--- config.mk ---
export PLATFORM = sky130hd
export DESIGN_NAME = axi_err_slave
export DESIGN_NICKNAME = d
export VERILOG_FILES = /design/src/rtl/axi_err_slave.sv
export SDC_FILE = /design/constraint.sdc
export NUM_CORES = 1
export LEC_CHECK = 0
export CAP_MARGIN = 10
export CELL_PAD_IN_SITES_DETAIL_PLACEMENT = 0
export CELL_PAD_IN_SITES_GLOBAL_PLACEMENT = 1
export CORE_AREA = 2 2 73 75
export DETAILED_ROUTE_END_ITERATION = 10
export DIE_AREA = 0 0 75 77
export PLACE_DENSITY = 0.81
export SLEW_MARGIN = 40
export SYNTH_ARGS = -nofsm -noshare
export SYNTH_HDL_FRONTEND = slang
export SYNTH_SLANG_ARGS = --single-unit
--- constraint.sdc ---
create_clock -name ACLK -period 3.18 [get_ports ACLK]
set_input_delay 0.636 -clock ACLK [delete_from_list [all_inputs] [get_ports ACLK]]
set_output_delay 0.636 -clock ACLK [all_outputs]
set_load 0.01 [all_outputs]
--- src/rtl/axi_err_slave.sv ---
`timescale 1ns/1ps
`default_nettype none
// ============================================================================
// Module  : axi_err_slave
// Brief   : AXI error slave; completes every burst with RESP. Define
//           AXI_ERR_CNT_EN to add the ERR_CNT completed-transaction counter.
// Revision: 1.0 - initial release
// ============================================================================
module axi_err_slave #(
    parameter int          ID_W   = 8,
    parameter int          DATA_W = 32,
    parameter int          LEN_W  = 4,
    parameter logic [1:0]  RESP   = 2'b11
) (
    input  logic              ACLK,
    input  logic              ARESETn,
    input  logic [ID_W-1:0]   ARID,
    input  logic [LEN_W-1:0]  ARLEN,
    input  logic              ARVALID,
    output logic              ARREADY,
    output logic [ID_W-1:0]   RID,
    output logic [DATA_W-1:0] RDATA,
    output logic [1:0]        RRESP,
    output logic              RLAST,
    output logic              RVALID,
    input  logic              RREADY,
    input  logic [ID_W-1:0]   AWID,
    input  logic              AWVALID,
    output logic              AWREADY,
    input  logic              WLAST,
    input  logic              WVALID,
    output logic              WREADY,
    output logic [ID_W-1:0]   BID,
    output logic [1:0]        BRESP,
    output logic              BVALID,
    input  logic              BREADY
`ifdef AXI_ERR_CNT_EN
    ,
    output logic [15:0]       ERR_CNT
`endif
);

    typedef enum logic [0:0] {R_IDLE = 1'b0, R_DATA = 1'b1} r_state_t;
    typedef enum logic [1:0] {W_IDLE = 2'd0, W_DATA = 2'd1, W_RESP = 2'd2} w_state_t;

    r_state_t          r_state_q, r_state_d;
    w_state_t          w_state_q, w_state_d;
    logic [ID_W-1:0]   rid_q, rid_d;
    logic [ID_W-1:0]   bid_q, bid_d;
    logic [LEN_W-1:0]  beat_cnt_q, beat_cnt_d;

    always_ff @(posedge ACLK or negedge ARESETn) begin
        if (!ARESETn) begin
            r_state_q  <= R_IDLE;
            w_state_q  <= W_IDLE;
            rid_q      <= '0;
            bid_q      <= '0;
            beat_cnt_q <= '0;
        end else begin
            r_state_q  <= r_state_d;
            w_state_q  <= w_state_d;
            rid_q      <= rid_d;
            bid_q      <= bid_d;
            beat_cnt_q <= beat_cnt_d;
        end
    end

    // Counter holds remaining beats minus one, so a full-width ARLEN never wraps
    always_comb begin
        r_state_d  = r_state_q;
        rid_d      = rid_q;
        beat_cnt_d = beat_cnt_q;
        case (r_state_q)
            R_IDLE: begin
                if (ARVALID) begin
                    rid_d      = ARID;
                    beat_cnt_d = ARLEN;
                    r_state_d  = R_DATA;
                end
            end
            R_DATA: begin
                if (RREADY) begin
                    if (beat_cnt_q == '0) begin
                        r_state_d = R_IDLE;
                    end else begin
                        beat_cnt_d = beat_cnt_q - 1'b1;
                    end
                end
            end
            default: r_state_d = R_IDLE;
        endcase
    end

    always_comb begin
        w_state_d = w_state_q;
        bid_d     = bid_q;
        case (w_state_q)
            W_IDLE: begin
                if (AWVALID) begin
                    bid_d     = AWID;
                    w_state_d = W_DATA;
                end
            end
            W_DATA: begin
                if (WVALID && WLAST) begin
                    w_state_d = W_RESP;
                end
            end
            W_RESP: begin
                if (BREADY) begin
                    w_state_d = W_IDLE;
                end
            end
            default: w_state_d = W_IDLE;
        endcase
    end

    assign ARREADY = (r_state_q == R_IDLE);
    assign RVALID  = (r_state_q == R_DATA);
    assign RLAST   = RVALID && (beat_cnt_q == '0);
    assign RID     = rid_q;
    assign RDATA   = '0;
    assign RRESP   = RESP;

    assign AWREADY = (w_state_q == W_IDLE);
    assign WREADY  = (w_state_q == W_DATA);
    assign BVALID  = (w_state_q == W_RESP);
    assign BID     = bid_q;
    assign BRESP   = RESP;

`ifdef AXI_ERR_CNT_EN
    logic [15:0] err_cnt_q, err_cnt_d;
    logic [1:0]  err_inc;
    logic [16:0] err_sum;

    // Read and write completions can land in the same cycle: add both, then saturate
    always_comb begin
        err_inc   = {1'b0, RVALID && RREADY && RLAST} + {1'b0, BVALID && BREADY};
        err_sum   = {1'b0, err_cnt_q} + {15'b0, err_inc};
        err_cnt_d = err_sum[16] ? 16'hFFFF : err_sum[15:0];
    end

    always_ff @(posedge ACLK or negedge ARESETn) begin
        if (!ARESETn) begin
            err_cnt_q <= '0;
        end else begin
            err_cnt_q <= err_cnt_d;
        end
    end

    assign ERR_CNT = err_cnt_q;
`endif

endmodule
`default_nettype wire
### Word-level counts from Yosys, hierarchy flattened

Cells that the tools add are included.

| cells by class | value |
|---|---|
| eq/ne operators | 8 |
| bitwise logic cells | 1 |
| multiplexer cells | 12 |
| reduce and logical (&&, ||, !) cells | 8 |
| add/subtract/negate cells | 1 |

Operators by type and width:

| kind | count |
|---|---|
| $mux W4 | 3 |
| $ne A2 B2 Y1 const B | 4 |
| $pmux W4 S2 | 1 |
| $mux W2 | 3 |
| $pmux W2 S3 | 1 |
| $reduce_and A3 Y1 | 2 |
| $logic_not A4 Y1 | 1 |
| $ne A2 B1 Y1 const B | 2 |
| $reduce_and A2 Y1 | 2 |
| $sub A4 B1 Y4 const B | 1 |
| $mux W1 | 3 |
| $eq A2 B1 Y1 const B | 1 |
| $eq A2 B2 Y1 const B | 1 |
| $logic_and A1 B1 Y1 | 2 |
| $logic_not A2 Y1 | 1 |
| $pmux W1 S2 | 1 |
| $not A1 Y1 | 1 |

| storage, ports and cells | value |
|---|---|
| flip-flop bits (word level) | 23 |
| output and inout port bits | 58 |
| logic and storage cells | 35 |
| input bits | 28 |

### Depth between registers and ports, before layout

| depth | value |
|---|---|
| depth in word-level cells | 4 |
| gate-level depth with buffers | 5 |
| gate-level depth less buffers | 5 |

### Worst setup path before layout

Ideal clock, no wire load.

| timing path | value |
|---|---|
| kind | register to output |
| start | register beat_cnt_q[0] |
| end | output port RLAST |
| buffers on the path | 0 |
| setup slack | 1.671 ns |
| cell stages (with the launch flop) | 4 |
| data required time | 2.544 ns |
| data arrival time | 0.873 ns |
| path through | dfrtp_1 -> inv_1 -> ha_1 -> and4bb_2 |

| on the way | value |
|---|---|
| word-level cells in the longest chain between the ends | 2 |

Ends and longest elaborated chain:

| item | RTL line | text |
|---|---|---|
| start, declared | 50 | `logic [LEN_W-1:0] beat_cnt_q, beat_cnt_d;` |
| start signal, assigned | 64 | `beat_cnt_q <= beat_cnt_d;` |
| $logic_not A4 Y1 | 120 | `assign RLAST = RVALID && (beat_cnt_q == '0);` |
| $logic_and A1 B1 Y1 | 120 |  |
| end, declared | 24 | `output logic RLAST,` |

No other way between the ends.

### Final worst setup path

Ends and elaborated chain as after synthesis.

==> flow_metrics.py <==
metrics = {
    "status": {
        "outcome": "finished clean",
    },
    "floorplanning": {
        "core_area_sq_um": 4980,
        "rows": 26,
        "die_h_um": 77,
        "ios": 86,
        "start_util_pct": 25.9,
        "die-width_um": 75,
        "dieArea_sq_um": 5780,
    },
    "job": {
        "drv_cap": 0,
    },
    "clock_tree": {
        "root_buffer": "clkbuf_8",
        "cts_tree": "built",
        "h-tree-depth": 1,
        "postCtsHoldBufs": 0,
        "cts_max_path_buffers": 2,
        "cts-buffers-inserted": 3,
        "clock-sinks": 23,
        "post-cts-setup-buffers": 0,
        "cts_resized": 0,
        "clk_pin_slew_worst_paths_ns": 0.08,
        "clk_latency_ns": 0.26,
    },
    "power_and_ir_drop": {
        "leakagePower_nw": 0.794,
        "p_seq_share_pct": 36.5,
        "power_frac_comb_pct": 51.2,
        "cellPowerDensity_nw_per_um2": 811,
        "sw_frac_of_total_pct": 31.6,
        "power.switching_uw": 451,
        "p_int_uw": 977,
        "clock_power_share_pct": 12.2,
        "ir_drop_mv": 0.293,
    },
    "yosys": {
        "avgSynthCellArea_sq_um": 11.4,
        "yosys_warnings": 0,
        "syn_inst": 113,
        "syn_area_sq_um": 1290,
        "synth_seq_cells": 23,
        "synthDistinctLibCells": 24,
        "seq_area_frac_synth_pct": 44.7,
    },
    "finish": {
        "final_common_cell": "clkdlybuf4s50_1",
        "syn_to_final_growth_pct": 36.7,
        "drive_above_1_share_pct": 15.4,
        "instances_no_fill": 232,
        "diodes": 0,
        "finish.utilization_pct": 35.4,
        "nets": 193,
        "layout_common_cells": "clkdlybuf4s50_1, conb_1, dfrtp_1",
    },
    "placement": {
        "port_buffers": 49,
        "dpl.hpwl_mm": 1.79,
        "dp.cells": 228,
        "finalWeightedCongestion": 0.673,
        "dp_slack_ns": 0.919,
    },
    "grt": {
        "grt.overflow.total": 0,
        "grt_pass1_wl_mm": 3.19,
        "grt_max_degree": 24,
        "grt_antenna_before_repair": 0,
        "grt_pass1_vias": 721,
        "grt_usage_pct": 7.08,
    },
    "timing": {
        "fin_skew_ns": 0.00198,
        "final.setup.worst_slack_ns": 0.816,
        "max_freq_mhz": 423,
        "finalMaxSlewViolations": 0,
        "tightest_slew_ns": 0.661,
        "period_needed_ns": 2.36,
        "setup_violations": 0,
        "period_share_pct": 74.3,
        "rsz0062_at_grt": "no",
        "hold_viol_final": 0,
        "timing.setup.tns_ns": 0,
        "relSlewSlack_pct": 55.8,
    },
    "route": {
        "via_per_inst": 3.67,
        "dr.pass1.iters": 2,
        "drt-initial-drc-count": 5,
        "ant_nets": 0,
        "wl_per_cell_um": 9.50,
        "num_vias": 851,
        "routed_wl_mm": 2.21,
        "drcViolationCount": 0,
    },
    "critical_path": {
        "crit_fanout": 4,
        "critical_path_required_ns": 2.54,
        "ff2ff_path_depth": 2,
        "startpoint_type": "register",
        "path_class": "reg -> out",
        "crit_arrival_ns": 1.73,
        "end_kind": "output port",
    },
    "worst_hold_path": {
        "min_path_cells": 1,
        "hp-class": "reg -> reg",
    },
}
==> synthesized netlist by cell type <==
| master | n | area, sq um |
|---|---|---|
| and4bb_2 | 1 | 12.5 |
| mux2_2 | 16 | 180 |
| a21oi_1 | 2 | 10.0 |
| nor2_2 | 1 | 6.26 |
| buf_2 | 3 | 15.0 |
| or4_1 | 1 | 7.51 |
| a22o_2 | 2 | 20.0 |
| nor2b_1 | 4 | 25.0 |
| a22o_1 | 1 | 8.76 |
| conb_1 | 2 | 7.51 |
| mux2i_1 | 4 | 40.0 |
| buf_4 | 36 | 270 |
| nand2_1 | 1 | 3.75 |
| and2b_2 | 1 | 8.76 |
| ha_1 | 2 | 25.0 |
| a32o_1 | 1 | 10.0 |
| dfrtp_1 | 23 | 576 |
| o21bai_1 | 1 | 7.51 |
| a21o_1 | 1 | 7.51 |
| and2_1 | 1 | 6.26 |
| inv_1 | 4 | 15.0 |
| o31ai_1 | 1 | 7.51 |
| a31oi_1 | 1 | 6.26 |
| nor2_1 | 3 | 11.3 |
==> critical path, cell delays in order, from the launching register on <==
cell and delay [ns]:
dfrtp_1 0.39, inv_1 0.12, ha_1 0.15, and4bb_2 0.26, clkdlybuf4s50_1 0.55
==> cell type report <==
class / instances / area, sq um
fill: 531 / 3220
sequential: 23 / 576
multi-input combinational: 81 / 539
timing repair buffer: 50 / 498
tap: 70 / 87.6
clock buffer: 4 / 45.0
inverter: 4 / 15.0
==> power by group through the flow <==
stage	Sequential [mW]	Combinational (mW)	Clock, mW
after global routing	0.547	0.798	0.197
after floorplan	0.565	0.380	0
after detailed placement	0.530	0.744	0
final	0.522	0.731	0.175
after global placement	0.531	0.732	0
after CTS	0.525	0.745	0.187
==> metrics by stage <==
step | total power [mW] | hold WS [ns] | instance area [sq um]
after CTS | 1.46 | 0.514 | 1760
after global placement | 1.26 | 0.489 | 1720
after global routing | 1.54 | 0.529 | 1760
after floorplan | 0.945 | 0.340 | 1420
final | 1.43 | 0.507 | 1760
after detailed placement | 1.27 | 0.495 | 1720
==> sequential cells by signal, summed over array words and instances, names as in the netlist <==
signal / count
RVALID: 1
beat_cnt_q: 4
w_state_q: 2
BID: 8
RID: 8
==> logic make-up after synthesis <==
family | after synthesis | synth area share [%]
compound gates | 10 | 6.03
fa+ha+maj | 2 | 1.94
buf+inv | 43 | 23.3
flops | 23 | 44.7
mux | 20 | 17.1
other cells | 2 | 0.583
simple gates | 13 | 6.32
==> routing by layer <==
layer,track usage [%],part of all wire [%]
met2,11.4,47
met5,0,0
met3,1.97,11
met1,8.82,41
met4,2.68,1.3
==> path summary, 6_finish.rpt <==
kind | from | end | slack (ns)
max | beat_cnt_q[0] | RLAST | 0.82
min | BID[4] | BID[4] | 0.51
max reg2reg | RVALID | RID[0] | 1.60
min reg2reg | BID[4] | BID[4] | 0.51
max in group asynchronous | ARESETn | beat_cnt_q[3] | 2.22
min in group asynchronous | ARESETn | BID[6] | 0.74
Power figures use the tool's default switching activity.
